`config.mk`:
```
export PLATFORM = sky130hd
export DESIGN_NAME = raster_scan_gen
export DESIGN_NICKNAME = d
export VERILOG_FILES = /design/src/rtl/raster_scan_gen_pkg.sv /design/src/rtl/raster_scan_gen_axis_counter.sv /design/src/rtl/raster_scan_gen.sv
export SDC_FILE = /design/constraint.sdc
export NUM_CORES = 1
export LEC_CHECK = 0
export CAP_MARGIN = 15
export CORE_MARGIN = 2
export CORE_UTILIZATION = 30
export CTS_CLUSTER_SIZE = 14
export DETAILED_ROUTE_END_ITERATION = 8
export PLACE_DENSITY = 0.64
export RECOVER_POWER = 25
export SLEW_MARGIN = 10
export SYNTH_ARGS = -nofsm -noshare
export SYNTH_HDL_FRONTEND = slang
export SYNTH_SLANG_ARGS = --single-unit
```
`constraint.sdc`:
```
create_clock -name clk -period 2.25 [get_ports clk]
set_input_delay 0.3375 -clock clk [delete_from_list [all_inputs] [get_ports clk]]
set_output_delay 0.3375 -clock clk [all_outputs]
set_load 0.01 [all_outputs]
```
`src/rtl/raster_scan_gen_pkg.sv`:
```
// Shared types for the raster scan generator: FSM state and scan direction.
// Used by raster_scan_gen and raster_axis_counter.
package raster_pkg;

    localparam logic [0:0] ST_IDLE = 1'b0;
    localparam logic [0:0] ST_SCAN = 1'b1;

    typedef enum logic [0:0] {
        IDLE = ST_IDLE,
        SCAN = ST_SCAN
    } state_t;

    typedef enum logic {
        DIR_UP   = 1'b0,
        DIR_DOWN = 1'b1
    } dir_t;

endpackage

```
`src/rtl/raster_scan_gen_axis_counter.sv`:
```
// One axis of the raster: counts 0..LIMIT-1 and wraps to its line start.
// Down-counting exists only when RASTER_SERPENTINE_EN is defined.
module raster_axis_counter
    import raster_pkg::*;
#(
    parameter int W     = 4,
    parameter int LIMIT = 16
) (
    input  logic         clk,
    input  logic         inc,
    input  logic         clr,
    input  dir_t         dir,
    output logic [W-1:0] cnt,
    output logic         at_end
);

    localparam logic [W-1:0] LAST = W'(LIMIT - 1);

`ifdef RASTER_SERPENTINE_EN
    assign at_end = (dir == DIR_DOWN) ? (cnt == '0) : (cnt == LAST);

    always_ff @(posedge clk) begin
        if (clr) begin
            cnt <= '0;
        end else if (inc) begin
            if (dir == DIR_DOWN) begin
                cnt <= at_end ? LAST : cnt - 1'b1;
            end else begin
                cnt <= at_end ? '0 : cnt + 1'b1;
            end
        end
    end
`else
    logic unused_dir;
    assign unused_dir = (dir == DIR_DOWN);

    assign at_end = (cnt == LAST);

    always_ff @(posedge clk) begin
        if (clr) begin
            cnt <= '0;
        end else if (inc) begin
            cnt <= at_end ? '0 : cnt + 1'b1;
        end
    end
`endif

endmodule

```
`src/rtl/raster_scan_gen.sv`:
```
// Raster (x,y) coordinate generator with valid/ready handshake and line/frame markers.
// Optional serpentine scan order when RASTER_SERPENTINE_EN is defined.
module raster_scan_gen
    import raster_pkg::*;
#(
    parameter int XW     = 4,
    parameter int YW     = 4,
    parameter int WIDTH  = 16,
    parameter int HEIGHT = 16
) (
    input  logic          clk,
    input  logic          reset,
    input  logic          start,
    input  logic          cont,
    input  logic          ready,
    output logic          valid,
    output logic [XW-1:0] x,
    output logic [YW-1:0] y,
    output logic          sol,
    output logic          eol,
    output logic          sof,
    output logic          eof,
    output logic          frame_done,
    output logic          busy
);

    localparam logic [XW-1:0] XLAST = XW'(WIDTH - 1);

    state_t state;
    dir_t   x_dir;
    logic   accept;
    logic   x_end;
    logic   y_end;
    logic   x_first;
    logic   frame_last;
    logic   x_inc;
    logic   y_inc;
    logic   clr;

    assign valid      = (state == SCAN);
    assign busy       = (state == SCAN);
    assign accept     = valid && ready;
    assign frame_last = x_end && y_end;

`ifdef RASTER_SERPENTINE_EN
    // Odd rows run right-to-left; x parks at the line end while y steps.
    assign x_dir   = y[0] ? DIR_DOWN : DIR_UP;
    assign x_inc   = accept && !x_end;
    assign x_first = (x_dir == DIR_DOWN) ? (x == XLAST) : (x == '0);
`else
    assign x_dir   = DIR_UP;
    assign x_inc   = accept;
    assign x_first = (x == '0);
`endif

    assign y_inc = accept && x_end;
    assign clr   = reset || (state == IDLE) || (accept && frame_last);

    raster_axis_counter #(
        .W     (XW),
        .LIMIT (WIDTH)
    ) u_x (
        .clk    (clk),
        .inc    (x_inc),
        .clr    (clr),
        .dir    (x_dir),
        .cnt    (x),
        .at_end (x_end)
    );

    raster_axis_counter #(
        .W     (YW),
        .LIMIT (HEIGHT)
    ) u_y (
        .clk    (clk),
        .inc    (y_inc),
        .clr    (clr),
        .dir    (DIR_UP),
        .cnt    (y),
        .at_end (y_end)
    );

    assign sol = valid && x_first;
    assign eol = valid && x_end;
    assign sof = valid && (x == '0) && (y == '0);
    assign eof = valid && frame_last;

    always_ff @(posedge clk) begin
        if (reset) begin
            state      <= IDLE;
            frame_done <= 1'b0;
        end else begin
            frame_done <= accept && frame_last;
            case (state)
                IDLE: if (start) state <= SCAN;
                SCAN: if (accept && frame_last && !cont) state <= IDLE;
                default: state <= IDLE;
            endcase
        end
    end

endmodule

```
# After elaboration in Yosys (flattened, before gate mapping)
# Cells that the tools add are included.
[totals]
elab_cells = 28
regBits = 10
output_inout_bits = 15
[op_classes]
bitwise = 1
mux = 5
reduce_logical = 14
n_addsub = 2
n_eq_ne = 2
[ops]
columns = ["cell", "count"]
rows = [
  ["logical AND 1 bit", 9],
  ["adder 4 x 1 -> 4 bit (second input constant)", 2],
  ["equality test 4 bit (second input constant)", 2],
  ["logical NOT 4 bit", 2],
  ["two-way mux 4 bit", 2],
  ["logical OR 1 bit", 2],
  ["two-way mux 1 bit", 2],
  ["case mux 1 bit (2 select lines)", 1],
  ["logical NOT 1 bit", 1],
  ["inverter 1 bit", 1],
]

# Depth between registers and ports, before layout
# Gate-level depths: netlist (run 1).
[logic_depth]
depth_word = 6
mapped_depth = 5

# Modules after synthesis
# Synthesis (run 1) repeated with hierarchy kept, for this count alone.
[hier_totals]
hier_cells = 56
area_unflattened_um2 = 500.5
[modules_own_cells]
columns = ["module", "n_inst", "seq_area_each_um2", "cells_each", "area_each_um2"]
rows = [
  ["raster_axis_counter", 2, 80.1, 19, 176.4],
  ["raster_scan_gen", 1, 40.0, 18, 147.6],
]

# Worst setup path before layout (run 1)
# Ideal clock, no wire load.
[synth_timing]
kind = "register to output"
from = "register u_x.cnt[0]"
to = "output sof"
path_slack_ps = 731
stages_incl_launch_ff = 6
arrival_ps = 1181
path_cell_list = "dfxtp_1 -> inv_1 -> ha_1 -> nand2_1 -> nor3_1 -> and3_1"
[synth_between]
elab_chain_cells = 3
[synth_lines]
columns = ["element", "line_no", "text"]
rows = [
  ["from (decl)", "raster_scan_gen_axis_counter.sv:13", "output logic [W-1:0] cnt,"],
  ["from (signal assigned)", "raster_scan_gen_axis_counter.sv:43", "cnt <= at_end ? '0 : cnt + 1'b1;"],
  ["logical NOT 4 bit", "-", ""],
  ["logical AND 1 bit", "-", ""],
  ["named net sol", "raster_scan_gen.sv:19", "output logic sol,"],
  ["logical AND 1 bit", "raster_scan_gen.sv:85", "assign sof = valid && (x == '0) && (y == '0);"],
  ["to (decl)", "raster_scan_gen.sv:21", "output logic sof,"],
]
# The timed path passes the listed nets, and every way through them passes these cells.

# Worst setup path in the final report (run 1)
[layout_timing]
from = "register u_x.cnt[0]"
to = "output sof"
[layout_between]
elab_chain_cells = 3
[layout_lines]
columns = ["element", "line_no"]
rows = [
  ["logical NOT 4 bit", "raster_scan_gen.sv:85"],
  ["logical AND 1 bit (2 in a row)", "raster_scan_gen.sv:85"],
]
# Every way passes these cells.

==> flow_metrics.env, run 1 <==
export IMPL_status="completed"
export IMPL_synth_ff_type="dfxtp_1"
export IMPL_multiInputGateArea_um2=299
export IMPL_slew_viol_final=0
export IMPL_rsz0062_at_grt="false"
export IMPL_row_count=15
export IMPL_synth_edf_count=0
export IMPL_required_ns=1.91
export IMPL_avgViaCountPerCell=5.13
export IMPL_initial_core_util_pct=31.5
export IMPL_overflow=0
export IMPL_endpoint="sof"
export IMPL_hold_path_cell_count=2
export IMPL_vias=518
export IMPL_synth_cell_types=27
export IMPL_yosysWarnings=0
export IMPL_leakagePower_nw=0.281
export IMPL_synth_area_leader_cell="dfxtp_1"
export IMPL_drtIter0Drc=4
export IMPL_skew_ns=0.00322
export IMPL_post_route_period_util_pct=94.4
export IMPL_worstRegToRegCells=4
export IMPL_area_growth_pct=46.1
export IMPL_reg2reg_from="u_x.cnt[1]"
export IMPL_clkLatencyLatePin_ns=0.27
export IMPL_gp_congestion=0.727
export IMPL_crit_fanout=4
export IMPL_drive_above_1_share_pct=9.52
export IMPL_final_antenna_net_count=0
export IMPL_grt_util_met1_pct=17.7
export IMPL_die_area_um2=2130
export IMPL_cts_buffers=3
export IMPL_p_total_w=0.000382
export IMPL_ys_ff_latch=10
export IMPL_core_um2=1690
export IMPL_drt_wl_total_mm=1.24
export IMPL_clk_pin_slew_worst_paths_ns=0.07
export IMPL_wl_per_cell_um=12.2
export IMPL_antenna_cells=0
export IMPL_dp_hpwl_um=941
export IMPL_synth_nets=72
export IMPL_max_cap_viol_count=0
export IMPL_crit_path_end_kind="primary output"
export IMPL_boundaryPins=20
export IMPL_r2r_slack_ns=0.79
export IMPL_grtUsageMet3_pct=4.71
export IMPL_crit_chain="inv_1 -> ha_1 -> nand2_1 -> nor3_1 -> and3_1 -> clkdlybuf4s50_1"
export IMPL_cpMaxStageDelayCell="clkdlybuf4s50_1"
export IMPL_period_needed_ns=2.12
export IMPL_seq_area_um2=200
export IMPL_drt_pass1_iter_count=4
export IMPL_remaining_drc_errors=0
export IMPL_worst_setup_path_type="reg2out"
export IMPL_grt_max_degree=10
export IMPL_h_tree_depth=1
export IMPL_synth_cells=63
export IMPL_ys_seq_area_share_pct=37.6
export IMPL_timing_rr_end="u_y.cnt[2]"
export IMPL_synth_top_cell_area_share_pct=37.6
export IMPL_synth_avg_cell_area_um2=8.44
export IMPL_clockBufferDepth=2
export IMPL_grt_antenna_before_repair=0
export IMPL_worstSetupStartpointType="register"
export IMPL_die_width_um=46.1
export IMPL_fin_nets=94
export IMPL_port_buffers=19
export IMPL_grt_pass1_vias=474
export IMPL_tightest_slew_ns=0.383
export IMPL_synth_async_reset_ratio_pct=0
export IMPL_met2_usage_pct=18.9
export IMPL_tritoncts="built"
export IMPL_grtUsageTotal_pct=13.8
export IMPL_busiest_layer="met2"
export IMPL_chipHeight_um=46.1
export IMPL_setup_tns_final_ns=0
export IMPL_grt_pass1_wl_mm=2.01
export IMPL_layout_common_cells="18 x clkdlybuf4s50_1, 10 x dfxtp_1, 6 x inv_1, 6 x nor3_1"
export IMPL_vdd_drop_max_mv=0.203
export IMPL_mostFrequentLayoutCell="clkdlybuf4s50_1"
export IMPL_slew_headroom_pct=74.5
export IMPL_n_fill_cell=171
export IMPL_max_freq_mhz=471
export IMPL_root_buffer="clkbuf_4"
export IMPL_hold_viol_final=0
export IMPL_crit_start="u_x.cnt[0]"
export IMPL_finalSetupViolCount=0
export IMPL_postCtsHoldBufs=0
export IMPL_cp_arrival_ns=1.79
export IMPL_cts_sinks=10
export IMPL_powerDensity_nw_per_um2=492
export IMPL_critPathMaxStageDelay_ns=0.53
export IMPL_mappedNetlistArea_um2=532
export IMPL_synth_area_leaders="dfxtp_1 38%, ha_1 9.4%, nor3_1 5.6%, inv_1 4.9%, nand3_1 3.8%"
export IMPL_hp_class="reg2reg"
-- worst max-delay path, delay by kind of cell, from the launching register on --
kind	cells	cell delay [ns]
adders and majority gates	1	0.15
buffers and inverters	2	0.62
DFF	1	0.33
and+or+nand+nor	3	0.42
-- cell usage after synthesis, types with 2 or more instances --
library cell and instances:
nand3_1 4, ha_1 4, o21ai_0 3, inv_1 7, dfxtp_1 10, nor3_1 6
a21oi_1 3, nand4_1 2, nand2_1 3, or3_1 2, nor2_1 3
-- layer usage --
metal  vias to the layer above  wire [µm]  part of all wire, %
met3                         4         48                  3.9
met2                        15        532                   43
met4                         0         27                  2.2
li1                        269          -                    -
met5                         -          0                    0
met1                       230        628                   51
-- state kept, by name (all words and copies together) (netlist names) --
| name | flops |
|---|---|
| u_x.cnt | 4 |
| u_y.cnt | 4 |
| busy | 1 |
| frame_done | 1 |
-- how the worst min path moves through the flow --
stage / endpoint / slack [ns] / start
3_5_place_dp: u_y.cnt[3] / 0.52 / u_y.cnt[3]
3_3_place_gp: u_y.cnt[3] / 0.51 / u_y.cnt[3]
4_1_cts: u_y.cnt[3] / 0.53 / u_y.cnt[3]
6_report: u_y.cnt[1] / 0.53 / u_y.cnt[1]
2_1_floorplan: frame_done / 0.42 / reset
5_1_grt: u_y.cnt[0] / 0.57 / u_y.cnt[0]
-- report_power, final --
part,internal [W],switching [W]
sequential,0.000179,0.00000352
combinational,0.0000195,0.0000162
clock,0.0000983,0.0000663
-- repair_timing --
action,CTS,global route
gates resized for setup,0,2
setup buffers,0,0
setup endpoints to repair,0,2
hold endpoints to repair,0,0
-- final cells by class --
class / count / share of cell area [%]
flip-flops and latches: 10 / 25.8
multi-input cells: 43 / 38.5
well taps: 17 / 2.74
repair buffers: 19 / 24.5
inverters: 8 / 3.86
clock buffers: 4 / 4.67
-- metrics by stage --
stage | cell area, µm² | utilization (%) | instances | setup WS (ns) | hold WS [ns]
after floorplan | 532 | - | 63 | 0.731 | 0.417
after global placement | 732 | 43.3 | 97 | 0.329 | 0.511
after detailed placement | 732 | 43.3 | 97 | 0.327 | 0.522
after CTS | 768 | 45.5 | 101 | 0.00732 | 0.532
after global routing | 777 | 46.0 | 101 | 0.00877 | 0.574
final | 777 | 46.0 | 101 | 0.127 | 0.526
-- kinds of logic (layout without fill, tap and decap cells) --
kind of cell / after synthesis / after routing / synth area share, %
muxes: 1 / 1 / 1.88
buffers and inverters: 10 / 31 / 7.76
DFF: 10 / 10 / 37.6
xor gates and xnor gates: 2 / 2 / 3.29
and+or+nand+nor: 26 / 26 / 27.1
adders and majority gates: 4 / 4 / 9.41
AOI/OAI and AO/OA: 10 / 10 / 12.9
(Power assumes the default switching activity.)
==> inputs of run 2 (changes only) <==
==> constraint.sdc (replaced) <==
create_clock -name clk -period 2.5 [get_ports clk]
set_input_delay 0.375 -clock clk [delete_from_list [all_inputs] [get_ports clk]]
set_output_delay 0.375 -clock clk [all_outputs]
set_load 0.01 [all_outputs]
==> flow_metrics.env, run 2 (synthesis gave the netlist of run 1 again) <==
export IMPL_initial_core_util_pct=31.5
export IMPL_final_antenna_net_count=0
export IMPL_skew_ns=0.00337
export IMPL_grtUsageTotal_pct=13.8
export IMPL_cpMaxStageDelayCell="clkdlybuf4s50_1"
export IMPL_post_route_period_util_pct=89.9
export IMPL_clockBufferDepth=2
export IMPL_tritoncts="built"
export IMPL_crit_buf_inv=2
export IMPL_p_total_w=0.000343
export IMPL_h_tree_depth=1
export IMPL_vdd_drop_max_mv=0.182
export IMPL_cts_buffers=3
export IMPL_drtIter0Drc=4
export IMPL_grt_pass1_wl_mm=2.01
export IMPL_crit_chain="ha_1 -> nand4_2 -> inv_1 -> clkdlybuf4s50_1"
export IMPL_slew_viol_final=0
export IMPL_dp_hpwl_um=941
export IMPL_required_ns=2.12
export IMPL_cp_top_family="buffers and inverters"
export IMPL_slew_headroom_pct=74.3
export IMPL_fin_nets=94
export IMPL_remaining_drc_errors=0
export IMPL_status="completed"
export IMPL_finalCoreUtilization_pct=45.5
export IMPL_critPathMaxStageDelay_ns=0.56
export IMPL_layout_common_cells="17 x clkdlybuf4s50_1, 10 x dfxtp_1, 8 x inv_1"
export IMPL_setup_tns_final_ns=0
export IMPL_leakagePower_nw=0.275
export IMPL_core_um2=1690
export IMPL_period_needed_ns=2.25
export IMPL_worst_setup_path_type="reg2out"
export IMPL_ctsResizeCount=0
export IMPL_crit_path_end_kind="primary output"
export IMPL_hp_class="reg2reg"
export IMPL_clk_pin_slew_worst_paths_ns=0.07
export IMPL_hold_viol_final=0
export IMPL_instances_no_fill=101
export IMPL_cts_setup_buffers=0
export IMPL_crit_fanout=9
export IMPL_clkLatencyLatePin_ns=0.27
export IMPL_antenna_cells=0
export IMPL_max_freq_mhz=445
export IMPL_port_buffers=19
export IMPL_max_cap_viol_count=0
export IMPL_drt_pass1_iter_count=4
export IMPL_die_area_um2=2130
export IMPL_drt_wl_total_mm=1.24
export IMPL_dpl_cell_count=97
export IMPL_vias=516
export IMPL_wl_per_cell_um=12.2
export IMPL_top_regs="u_x.cnt x4, u_y.cnt x4"
export IMPL_n_fill_cell=173
export IMPL_overflow=0
export IMPL_root_buffer="clkbuf_4"
export IMPL_powerDensity_nw_per_um2=447
export IMPL_boundaryPins=20
export IMPL_chipHeight_um=46.1
export IMPL_mostFrequentLayoutCell="clkdlybuf4s50_1"
export IMPL_cp_arrival_ns=1.87
export IMPL_gp_congestion=0.727
export IMPL_area_growth_pct=44.5
export IMPL_postCtsHoldBufs=0
export IMPL_die_width_um=46.1
export IMPL_tightest_slew_ns=0.385
export IMPL_drive_above_1_share_pct=7.14
export IMPL_grt_antenna_before_repair=0
export IMPL_grt_pass1_vias=474
export IMPL_worstSetupStartpointType="register"
export IMPL_row_count=15
export IMPL_rsz0062_at_grt="false"
export IMPL_cts_sinks=10
export IMPL_grt_max_degree=10
export IMPL_finalSetupViolCount=0
export IMPL_avgViaCountPerCell=5.11
[run 2: changes by cell type in the layout (fill, tap and decap cells not counted), sizes merged]
| cell | delta |
|---|---|
| dlygate4sd3 | +1 |
| clkdlybuf4s50 | -1 |
[run 2: final cells by class]
class,count,area (µm²),area share [%]
clock buffers,4,36.3,4.72
inverters,8,30.0,3.91
multi-input cells,43,290,37.8
flip-flops and latches,10,200,26.1
well taps,17,21.3,2.77
repair buffers,19,190,24.8
[run 2: per-layer routing]
layer	vias to the layer above	share of wire [%]	track usage (%)
li1	267	-	-
met1	228	51	17.7
met2	17	43	18.9
met3	4	4.2	4.71
met4	0	2.2	9.71
met5	-	0	0
[run 2: worst paths after layout]
kind	from	endpoint	slack [ns]	cells past startpoint
setup / recovery	u_x.cnt[1]	eol	0.25	4
setup reg to reg	u_x.cnt[1]	u_y.cnt[2]	1.01	4
hold reg to reg	u_y.cnt[3]	u_y.cnt[3]	0.53	2
hold / removal	u_y.cnt[3]	u_y.cnt[3]	0.53	2
[run 2: per-stage QoR]
step / hold slack [ns] / setup WS (ns) / cell area (µm²)
2_1_floorplan: 0.454 / 0.944 / 532
3_3_place_gp: 0.511 / 0.541 / 732
3_5_place_dp: 0.522 / 0.539 / 732
4_1_cts: 0.532 / 0.220 / 768
5_1_grt: 0.574 / 0.0771 / 768
6_report: 0.526 / 0.252 / 768
[run 2: worst min-delay path, cell delays in order (launching register included)]
cell     delay (ns)
dfxtp_1        0.34
inv_1          0.06
o32ai_1        0.07
[run 2: power by group]
group	switching (W)	total [W]	internal [W]
Clock	0.0000599	0.000148	0.0000885
Combinational	0.0000145	0.0000317	0.0000172
Sequential	0.00000279	0.000163	0.000161
